$ cat config.mk
export PLATFORM = sky130hd
export DESIGN_NAME = regfile_writeback_flat
export DESIGN_NICKNAME = d
export VERILOG_FILES = /design/src/rtl/regfile_writeback_if.sv /design/src/rtl/regfile_writeback.sv /design/src/flat_wrapper.sv
export SDC_FILE = /design/constraint.sdc
export NUM_CORES = 1
export LEC_CHECK = 0
export CAP_MARGIN = 0
export CORE_MARGIN = 5
export CORE_UTILIZATION = 45
export DETAILED_ROUTE_END_ITERATION = 7
export PLACE_DENSITY = 0.78
export SYNTH_ARGS = -nofsm -noshare
export SYNTH_HDL_FRONTEND = slang
export SYNTH_SLANG_ARGS = --single-unit
$ cat constraint.sdc
create_clock -name clk -period 3.35 [get_ports clk]
set_input_delay 0.67 -clock clk [delete_from_list [all_inputs] [get_ports clk]]
set_output_delay 0.67 -clock clk [all_outputs]
set_load 0.01 [all_outputs]
$ cat src/rtl/regfile_writeback_if.sv
// Issue, producer handshake, scoreboard lookup and register-file write port
// bundle for the writeback stage.
interface regfile_writeback_if;
    logic        IssueValid;
    logic [3:0]  IssueReg;
    logic        IssueStall;
    logic        AluValid;
    logic [3:0]  AluReg;
    logic [15:0] AluData;
    logic        AluReady;
    logic        LdValid;
    logic [3:0]  LdReg;
    logic [15:0] LdData;
    logic        LdReady;
    logic [3:0]  ChkReg1;
    logic [3:0]  ChkReg2;
    logic        Busy1;
    logic        Busy2;
    logic [3:0]  DstReg;
    logic        WriteReg;
    logic [15:0] DstData;

    modport master (
        output IssueValid, IssueReg, AluValid, AluReg, AluData,
               LdValid, LdReg, LdData, ChkReg1, ChkReg2,
        input  IssueStall, AluReady, LdReady, Busy1, Busy2,
               DstReg, WriteReg, DstData
    );

    modport slave (
        input  IssueValid, IssueReg, AluValid, AluReg, AluData,
               LdValid, LdReg, LdData, ChkReg1, ChkReg2,
        output IssueStall, AluReady, LdReady, Busy1, Busy2,
               DstReg, WriteReg, DstData
    );
endinterface

$ cat src/rtl/regfile_writeback.sv
// Writeback arbiter: ALU results win, loads queue behind them in a small FIFO,
// and a pending-destination scoreboard stalls write-after-write issues.
module regfile_writeback #(
    parameter int LQ_DEPTH = 4
) (
    input  logic          clk,
    input  logic          rst,
    regfile_writeback_if.slave bus
);
    localparam int PW = (LQ_DEPTH > 1) ? $clog2(LQ_DEPTH) : 1;
    localparam int CW = $clog2(LQ_DEPTH + 1);

    logic [LQ_DEPTH-1:0][3:0]  r_lq_reg;
    logic [LQ_DEPTH-1:0][15:0] r_lq_data;
    logic [PW-1:0]             r_wptr;
    logic [PW-1:0]             r_rptr;
    logic [CW-1:0]             r_count;
    logic [15:0]               r_pending;
    logic [3:0]                r_dst_reg;
    logic [15:0]               r_dst_data;
    logic                      r_wr;

    logic        w_full;
    logic        w_nonempty;
    logic        w_alu_acc;
    logic        w_ld_acc;
    logic        w_pop;
    logic        w_push;
    logic        w_sel;
    logic [3:0]  w_sel_reg;
    logic [15:0] w_sel_data;
    logic        w_issue_ok;
    logic [15:0] w_set;
    logic [15:0] w_clr;
    logic [15:0] w_pending_nxt;

    assign w_full     = (r_count == CW'(LQ_DEPTH));
    assign w_nonempty = (r_count != '0);
    assign w_alu_acc  = bus.AluValid & ~w_full;
    assign w_ld_acc   = bus.LdValid & ~w_full;

    assign bus.AluReady   = ~w_full;
    assign bus.LdReady    = ~w_full;
    assign bus.IssueStall = bus.IssueValid & r_pending[bus.IssueReg];
    assign bus.Busy1      = r_pending[bus.ChkReg1];
    assign bus.Busy2      = r_pending[bus.ChkReg2];
    assign bus.DstReg     = r_dst_reg;
    assign bus.DstData    = r_dst_data;
    assign bus.WriteReg   = r_wr;

    // A load only skips the queue when nothing older or higher-priority exists.
    always_comb begin
        w_sel      = 1'b0;
        w_sel_reg  = 4'h0;
        w_sel_data = 16'h0000;
        w_pop      = 1'b0;
        w_push     = 1'b0;
        if (w_alu_acc) begin
            w_sel      = 1'b1;
            w_sel_reg  = bus.AluReg;
            w_sel_data = bus.AluData;
            w_push     = w_ld_acc;
        end else if (w_nonempty) begin
            w_sel      = 1'b1;
            w_pop      = 1'b1;
            w_sel_reg  = r_lq_reg[r_rptr];
            w_sel_data = r_lq_data[r_rptr];
            w_push     = w_ld_acc;
        end else if (w_ld_acc) begin
            w_sel      = 1'b1;
            w_sel_reg  = bus.LdReg;
            w_sel_data = bus.LdData;
        end
    end

    assign w_issue_ok    = bus.IssueValid & ~bus.IssueStall & (bus.IssueReg != 4'h0);
    assign w_set         = w_issue_ok ? (16'h0001 << bus.IssueReg) : 16'h0000;
    assign w_clr         = w_sel ? (16'h0001 << w_sel_reg) : 16'h0000;
    assign w_pending_nxt = ((r_pending & ~w_clr) | w_set) & 16'hFFFE;

    always_ff @(posedge clk) begin
        if (w_push) begin
            r_lq_reg[r_wptr]  <= bus.LdReg;
            r_lq_data[r_wptr] <= bus.LdData;
        end
    end

    always_ff @(posedge clk or negedge rst) begin
        if (!rst) begin
            r_wptr     <= '0;
            r_rptr     <= '0;
            r_count    <= '0;
            r_pending  <= 16'h0000;
            r_dst_reg  <= 4'h0;
            r_dst_data <= 16'h0000;
            r_wr       <= 1'b0;
        end else begin
            if (w_push) r_wptr <= r_wptr + PW'(1);
            if (w_pop)  r_rptr <= r_rptr + PW'(1);
            case ({w_push, w_pop})
                2'b10:   r_count <= r_count + CW'(1);
                2'b01:   r_count <= r_count - CW'(1);
                default: r_count <= r_count;
            endcase
            r_pending <= w_pending_nxt;
            r_wr      <= w_sel & (w_sel_reg != 4'h0);
            if (w_sel) begin
                r_dst_reg  <= w_sel_reg;
                r_dst_data <= w_sel_data;
            end
        end
    end
endmodule

$ cat src/flat_wrapper.sv
// flat-port wrapper written by rule: the top's interface ports become plain ports
module regfile_writeback_flat 
#(
    parameter int LQ_DEPTH = 4
)
  (clk, rst, bus_IssueValid, bus_IssueReg, bus_AluValid, bus_AluReg, bus_AluData, bus_LdValid, bus_LdReg, bus_LdData, bus_ChkReg1, bus_ChkReg2, bus_IssueStall, bus_AluReady, bus_LdReady, bus_Busy1, bus_Busy2, bus_DstReg, bus_WriteReg, bus_DstData);
  regfile_writeback_if bus_i ();
  input  logic clk;
  input  logic rst;
  input wire logic [$bits(bus_i.IssueValid)-1:0] bus_IssueValid;
  input wire logic [$bits(bus_i.IssueReg)-1:0] bus_IssueReg;
  input wire logic [$bits(bus_i.AluValid)-1:0] bus_AluValid;
  input wire logic [$bits(bus_i.AluReg)-1:0] bus_AluReg;
  input wire logic [$bits(bus_i.AluData)-1:0] bus_AluData;
  input wire logic [$bits(bus_i.LdValid)-1:0] bus_LdValid;
  input wire logic [$bits(bus_i.LdReg)-1:0] bus_LdReg;
  input wire logic [$bits(bus_i.LdData)-1:0] bus_LdData;
  input wire logic [$bits(bus_i.ChkReg1)-1:0] bus_ChkReg1;
  input wire logic [$bits(bus_i.ChkReg2)-1:0] bus_ChkReg2;
  output wire logic [$bits(bus_i.IssueStall)-1:0] bus_IssueStall;
  output wire logic [$bits(bus_i.AluReady)-1:0] bus_AluReady;
  output wire logic [$bits(bus_i.LdReady)-1:0] bus_LdReady;
  output wire logic [$bits(bus_i.Busy1)-1:0] bus_Busy1;
  output wire logic [$bits(bus_i.Busy2)-1:0] bus_Busy2;
  output wire logic [$bits(bus_i.DstReg)-1:0] bus_DstReg;
  output wire logic [$bits(bus_i.WriteReg)-1:0] bus_WriteReg;
  output wire logic [$bits(bus_i.DstData)-1:0] bus_DstData;
  assign bus_i.IssueValid = bus_IssueValid;
  assign bus_i.IssueReg = bus_IssueReg;
  assign bus_i.AluValid = bus_AluValid;
  assign bus_i.AluReg = bus_AluReg;
  assign bus_i.AluData = bus_AluData;
  assign bus_i.LdValid = bus_LdValid;
  assign bus_i.LdReg = bus_LdReg;
  assign bus_i.LdData = bus_LdData;
  assign bus_i.ChkReg1 = bus_ChkReg1;
  assign bus_i.ChkReg2 = bus_ChkReg2;
  assign bus_IssueStall = bus_i.IssueStall;
  assign bus_AluReady = bus_i.AluReady;
  assign bus_LdReady = bus_i.LdReady;
  assign bus_Busy1 = bus_i.Busy1;
  assign bus_Busy2 = bus_i.Busy2;
  assign bus_DstReg = bus_i.DstReg;
  assign bus_WriteReg = bus_i.WriteReg;
  assign bus_DstData = bus_i.DstData;
  regfile_writeback #(.LQ_DEPTH(LQ_DEPTH)) u_core (.clk(clk), .rst(rst), .bus(bus_i));
endmodule
; Word level (Yosys, flattened, before mapping)
; Cells that the tools add are included.
[word_totals]
reg_bits = 123
latch_bits = 0
ram_bits = 0
romBits = 0
input_bits = 57
elab_cells = 78
mem_count = 0
[classes]
addsub = 4
multipliers = 0
n_div = 0
order_cmp = 6
eq_ne = 3
shift = 2
mux = 32
n_bitwise = 11
n_reduce_logical = 5
[ops]
columns = cell, n
row1 = $mux W16, 7
row2 = $bwmux W64, 1
row3 = $bmux W16 S2, 1
row4 = $demux W16 S2, 1
row5 = $shl A1 B4 Y16 const A, 2
row6 = $mux W4, 5
row7 = $and A16 B16 Y16, 1
row8 = $bwmux W16, 1
row9 = $not A16 Y16, 1
row10 = $or A16 B16 Y16, 1
row11 = $lt A4 B5 Y1 const B, 3
row12 = $bmux W1 S4, 3
row13 = $mux W1, 10
row14 = $bmux W4 S2, 1
row15 = $demux W4 S2, 1
row16 = $reduce_bool A4 Y1, 2
row17 = $and A1 B1 Y1, 6
row18 = $lt A2 B3 Y1 const B, 2
row19 = $pmux W3 S2, 1
row20 = $add A2 B1 Y2 const B, 2
row21 = $add A3 B1 Y3 const B, 1
row22 = $eq A3 B3 Y1 const B, 1
row23 = $reduce_bool A3 Y1, 1
row24 = $sub A3 B1 Y3 const B, 1
row25 = 6 further kinds, 7

; Depth between registers and ports, before layout
[logic_depth]
word_depth = 11
ltp_mapped = 12
depth_no_buf = 10

; Worst setup path after synthesis
; No wires, ideal clock.
[synth_timing]
path_type = in2out
start = input bus_IssueReg[1]
end = output bus_IssueStall
t_arrival_ns = 1.948
required_ns = 2.680
setup_slack_ns = 0.732
path_stages = 6
n_path_buf = 1
path_cell_list = clkbuf_1 > mux2_2 > a21oi_1 > a22o_1 > o32ai_1 > and2_1
[synth_via]
elab_chain_len = 3
[synth_lines]
columns = item, line_no
row1 = start: declaration, flat_wrapper.sv:11  ; input wire logic [$bits(bus_i.IssueReg)-1:0] bus_IssueReg;
row2 = $bmux W1 S4, regfile_writeback.sv:44  ; assign bus.IssueStall = bus.IssueValid & r_pending[bus.IssueReg];
row3 = $mux W1 (not written as such), regfile_writeback.sv:44
row4 = $and A1 B1 Y1, regfile_writeback.sv:44
row5 = end: declaration, flat_wrapper.sv:20  ; output wire logic [$bits(bus_i.IssueStall)-1:0] bus_IssueStall;
; Every way passes these cells. The select of a mux whose other input is x is not followed.

; Worst setup path in the final report
[layout_timing]
start = input bus_ChkReg1[2]
end = output bus_Busy1
[layout_via]
elab_chain_len = 2
[layout_lines]
columns = item, line_no
row1 = start: declaration, flat_wrapper.sv:18  ; input wire logic [$bits(bus_i.ChkReg1)-1:0] bus_ChkReg1;
row2 = $bmux W1 S4, regfile_writeback.sv:45  ; assign bus.Busy1 = r_pending[bus.ChkReg1];
row3 = $mux W1 (not written as such), regfile_writeback.sv:45
row4 = end: declaration, flat_wrapper.sv:23  ; output wire logic [$bits(bus_i.Busy1)-1:0] bus_Busy1;
; Every way passes these cells. The select of a mux whose other input is x is not followed.

==> metrics.yaml <==
cts:
  clk_latency_ns: 0.41
  clk_path_buf_depth: 2
  clock-root-buffer: "clkbuf_16"
  htree_levels: 4
  post_cts_buffers: 0
  cts_tree: "built"
  numCtsBuffers: 17
  clk_pin_slew_ns: 0.06
  cts_sinks: 123
yosys:
  syn_inst: 391
  seq_area_frac_synth: 0.612
  synthFlopType: "edfxtp_1"
  ys_ff_latch: 123
  ys_warn_count: 0
  syn_nets: 454
  async_flop_share: 0.350
  syn_area_um2: 5680
  synth-edff-count: 80
  synth.distinct_cells: 46
  syn_avg_cell_area_um2: 14.5
routing:
  ant_nets: 0
  drtIter0Drc: 454
  wire_per_inst_um: 21.2
  drc: 0
  drt-total-wl_um: 14500
  viasPerCell: 5.94
  drt-pass1-iter-count: 5
  vias: 4058
timing:
  rsz0062_at_grt: "false"
  skew_ns: 0.0119
  timing.fmax_ghz: 0.308
  timing.hold.ws_ns: 0.449
  maxSlewViolCount: 0
  setup_viol: 0
  postLayoutSetupSlackWorst_ns: 0.101
  hold_violations: 0
  period_share: 0.970
  worstMarginPinSlew_ns: 1.07
  finalCriticalPeriod_ns: 3.25
  max_slew_margin: 0.285
grt:
  grt_use_total: 0.203
  antenna_found_initial: 0
  grt_pass1_vias: 4330
  grt_max_degree: 44
  overflow: 0
  grt_pass1_wl_um: 22900
setup_path:
  criticalPathCategory: "input port to output port"
  cp_max_fo: 2
  max_stage_delay_ns: 0.50
  r2r_cells: 8
  critical_path.slowest_cell: "clkdlybuf4s50_1"
  cp.arrival_ns: 2.58
  cp-end-kind: "output port"
  cp_cell_sequence: "clkdlybuf4s50_1, mux2_2, nand2_1, o21ai_0, mux4_2, clkdlybuf4s50_1"
  crit_buf_inv: 2
  required_ns: 2.68
  critical_path.top_delay_family: "buffers and inverters"
  cp_common_cell: "clkdlybuf4s50_1"
  cp.depth: 6
  worstSetupStartpointType: "input port"
run:
  maxCapViolCount: 0
power:
  p_leak_nw: 2.76
  power_density_nw_per_um2: 900
  peakVddDrop_mv: 0.539
finish:
  syn2layout_area_growth_pct: 31.5
  insertedDiodeCount: 0
  final_area_um2: 7470
  largest_reg_flops: 64
  drive_above_1_share: 0.204
  final_nets: 561
die:
  die_y_um: 122
  coreArea_um2: 12500
  initial_core_util: 0.454
  fp.dieW_um: 122
  rows: 41
  io_pins: 83
  die_area_um2: 15000
placed_design:
  gp_congestion: 0.936
  placed_area_um2: 6860
  port_buffers: 82
  post-place-ws_ns: -0.100
  hpwl_um: 9740
hold_path:
  hold_class: "input port to async pin"
status:
  status: "completed"
## worst paths after layout
kind                       slack (ns)                             start                                to
setup / recovery                 0.10                    bus_ChkReg1[2]                         bus_Busy1
hold / removal                   0.45                               rst  u_core.bus.DstReg[3]$_DFFE_PN0P_
setup reg to reg                 0.75     u_core.r_count[2]$_DFFE_PN0P_     u_core.r_count[2]$_DFFE_PN0P_
hold reg to reg                  0.48  u_core.bus.DstReg[2]$_DFFE_PN0P_  u_core.bus.DstReg[2]$_DFFE_PN0P_
max in group asynchronous        2.23                               rst      u_core.r_wptr[0]$_DFFE_PN0P_
min in group clk                 0.48  u_core.bus.DstReg[2]$_DFFE_PN0P_  u_core.bus.DstReg[2]$_DFFE_PN0P_
## cell usage after synthesis (5+ instances only)
cell type,count,share of area
mux2i_1,22,0.039
o41ai_1,22,0.034
mux2_2,7,0.014
mux4_2,26,0.10
inv_1,7,0.0046
and2_1,6,0.0066
clkbuf_1,11,0.0073
nand2_1,38,0.025
dfrtp_1,43,0.19
ha_1,5,0.011
edfxtp_1,80,0.42
o22ai_1,16,0.018
a21oi_1,19,0.017
o21ai_0,30,0.026
buf_2,5,0.0044
## cells in the final DEF (no fill, tap or decap), types with 2 or more instances in the layout
master and count:
a21o_1 2, a21oi_1 18, a22oi_1 3, and2_1 6, and3_1 4, and3_4 2, buf_12 2, buf_4 24
bufinv_16 3, clkbuf_16 17, clkdlybuf4s50_1 77, clkinv_2 3, clkinv_4 4, clkinvlp_4 3, dfrtp_1 43, dlygate4sd2_1 2
dlymetal6s2s_1 2, edfxtp_1 80, ha_1 5, inv_1 7, mux2_2 7, mux2i_1 22, mux4_2 26, nand2_1 38
nand2b_1 2, nand3_1 2, nor2_1 4, nor2b_1 2, o21ai_0 30, o22ai_1 16, o32a_4 2, o32ai_2 3
o41ai_1 22, xnor2_1 3, xor2_1 3
## metrics by stage
stage          instances  power (mW)   util  setup TNS [ns]
6_report             683        6.72  0.597               0
5_1_grt              683        7.08  0.597               0
4_1_cts              683        6.74  0.596               0
3_5_place_dp         651        4.89  0.548          -0.229
3_3_place_gp         651        4.77  0.548          -0.128
2_1_floorplan        391        3.86      -               0
## where the power goes
part | internal, mW | leakage (nW) | switching [mW]
combinational | 1.21 | 1.23 | 1.30
sequential | 2.08 | 1.24 | 0.308
clock | 1.17 | 0.286 | 0.651
total | 4.46 | 2.76 | 2.26
## cell families after synthesis
logic type                 count (synthesis)  share of synthesized area
muxes                                     55                      0.156
buffers and inverters                     29                     0.0209
AOI/OAI and AO/OA                        106                      0.131
adders and majority gates                  6                     0.0145
and+or+nand+nor                           66                     0.0564
DFF                                      123                      0.612
xor gates and xnor gates                   6                    0.00925
## what timing repair did
| action | in CTS | in global routing |
|---|---|---|
| pin swaps | 0 | 0 |
| hold buffers | 0 | 0 |
| cloned | 0 | 0 |
| gates resized for setup | 3 | 5 |
| endpoints found under the setup margin | 3 | 1 |
## worst register-to-register path, cell delays in order, from the launching register on
cell     delay (ns)
dfrtp_1        0.47
or3b_1         0.67
nand2_1        0.25
ha_1           0.22
inv_1          0.07
fa_1           0.43
xor2_1         0.15
nor2_1         0.12
xor2_1         0.15
## routing by layer
metal / GRT usage / up-vias / wire length [um]
met1: 0.248 / 2045 / 5740
met3: 0.0461 / 23 / 936
met5: 0 / - / 0
met4: 0.0623 / 0 / 191
met2: 0.360 / 211 / 7630
li1: - / 1779 / -
## cell type report
type | instances | area, um2
Sequential cell | 123 | 3480
Tap cell | 172 | 215
Fill cell | 972 | 5040
Clock buffer | 18 | 429
Inverter | 8 | 30.0
Clock inverter | 14 | 171
Timing Repair Buffer | 109 | 1050
Multi-Input combinational cell | 239 | 2100
Note: power is estimated with default switching activity, not from simulation.
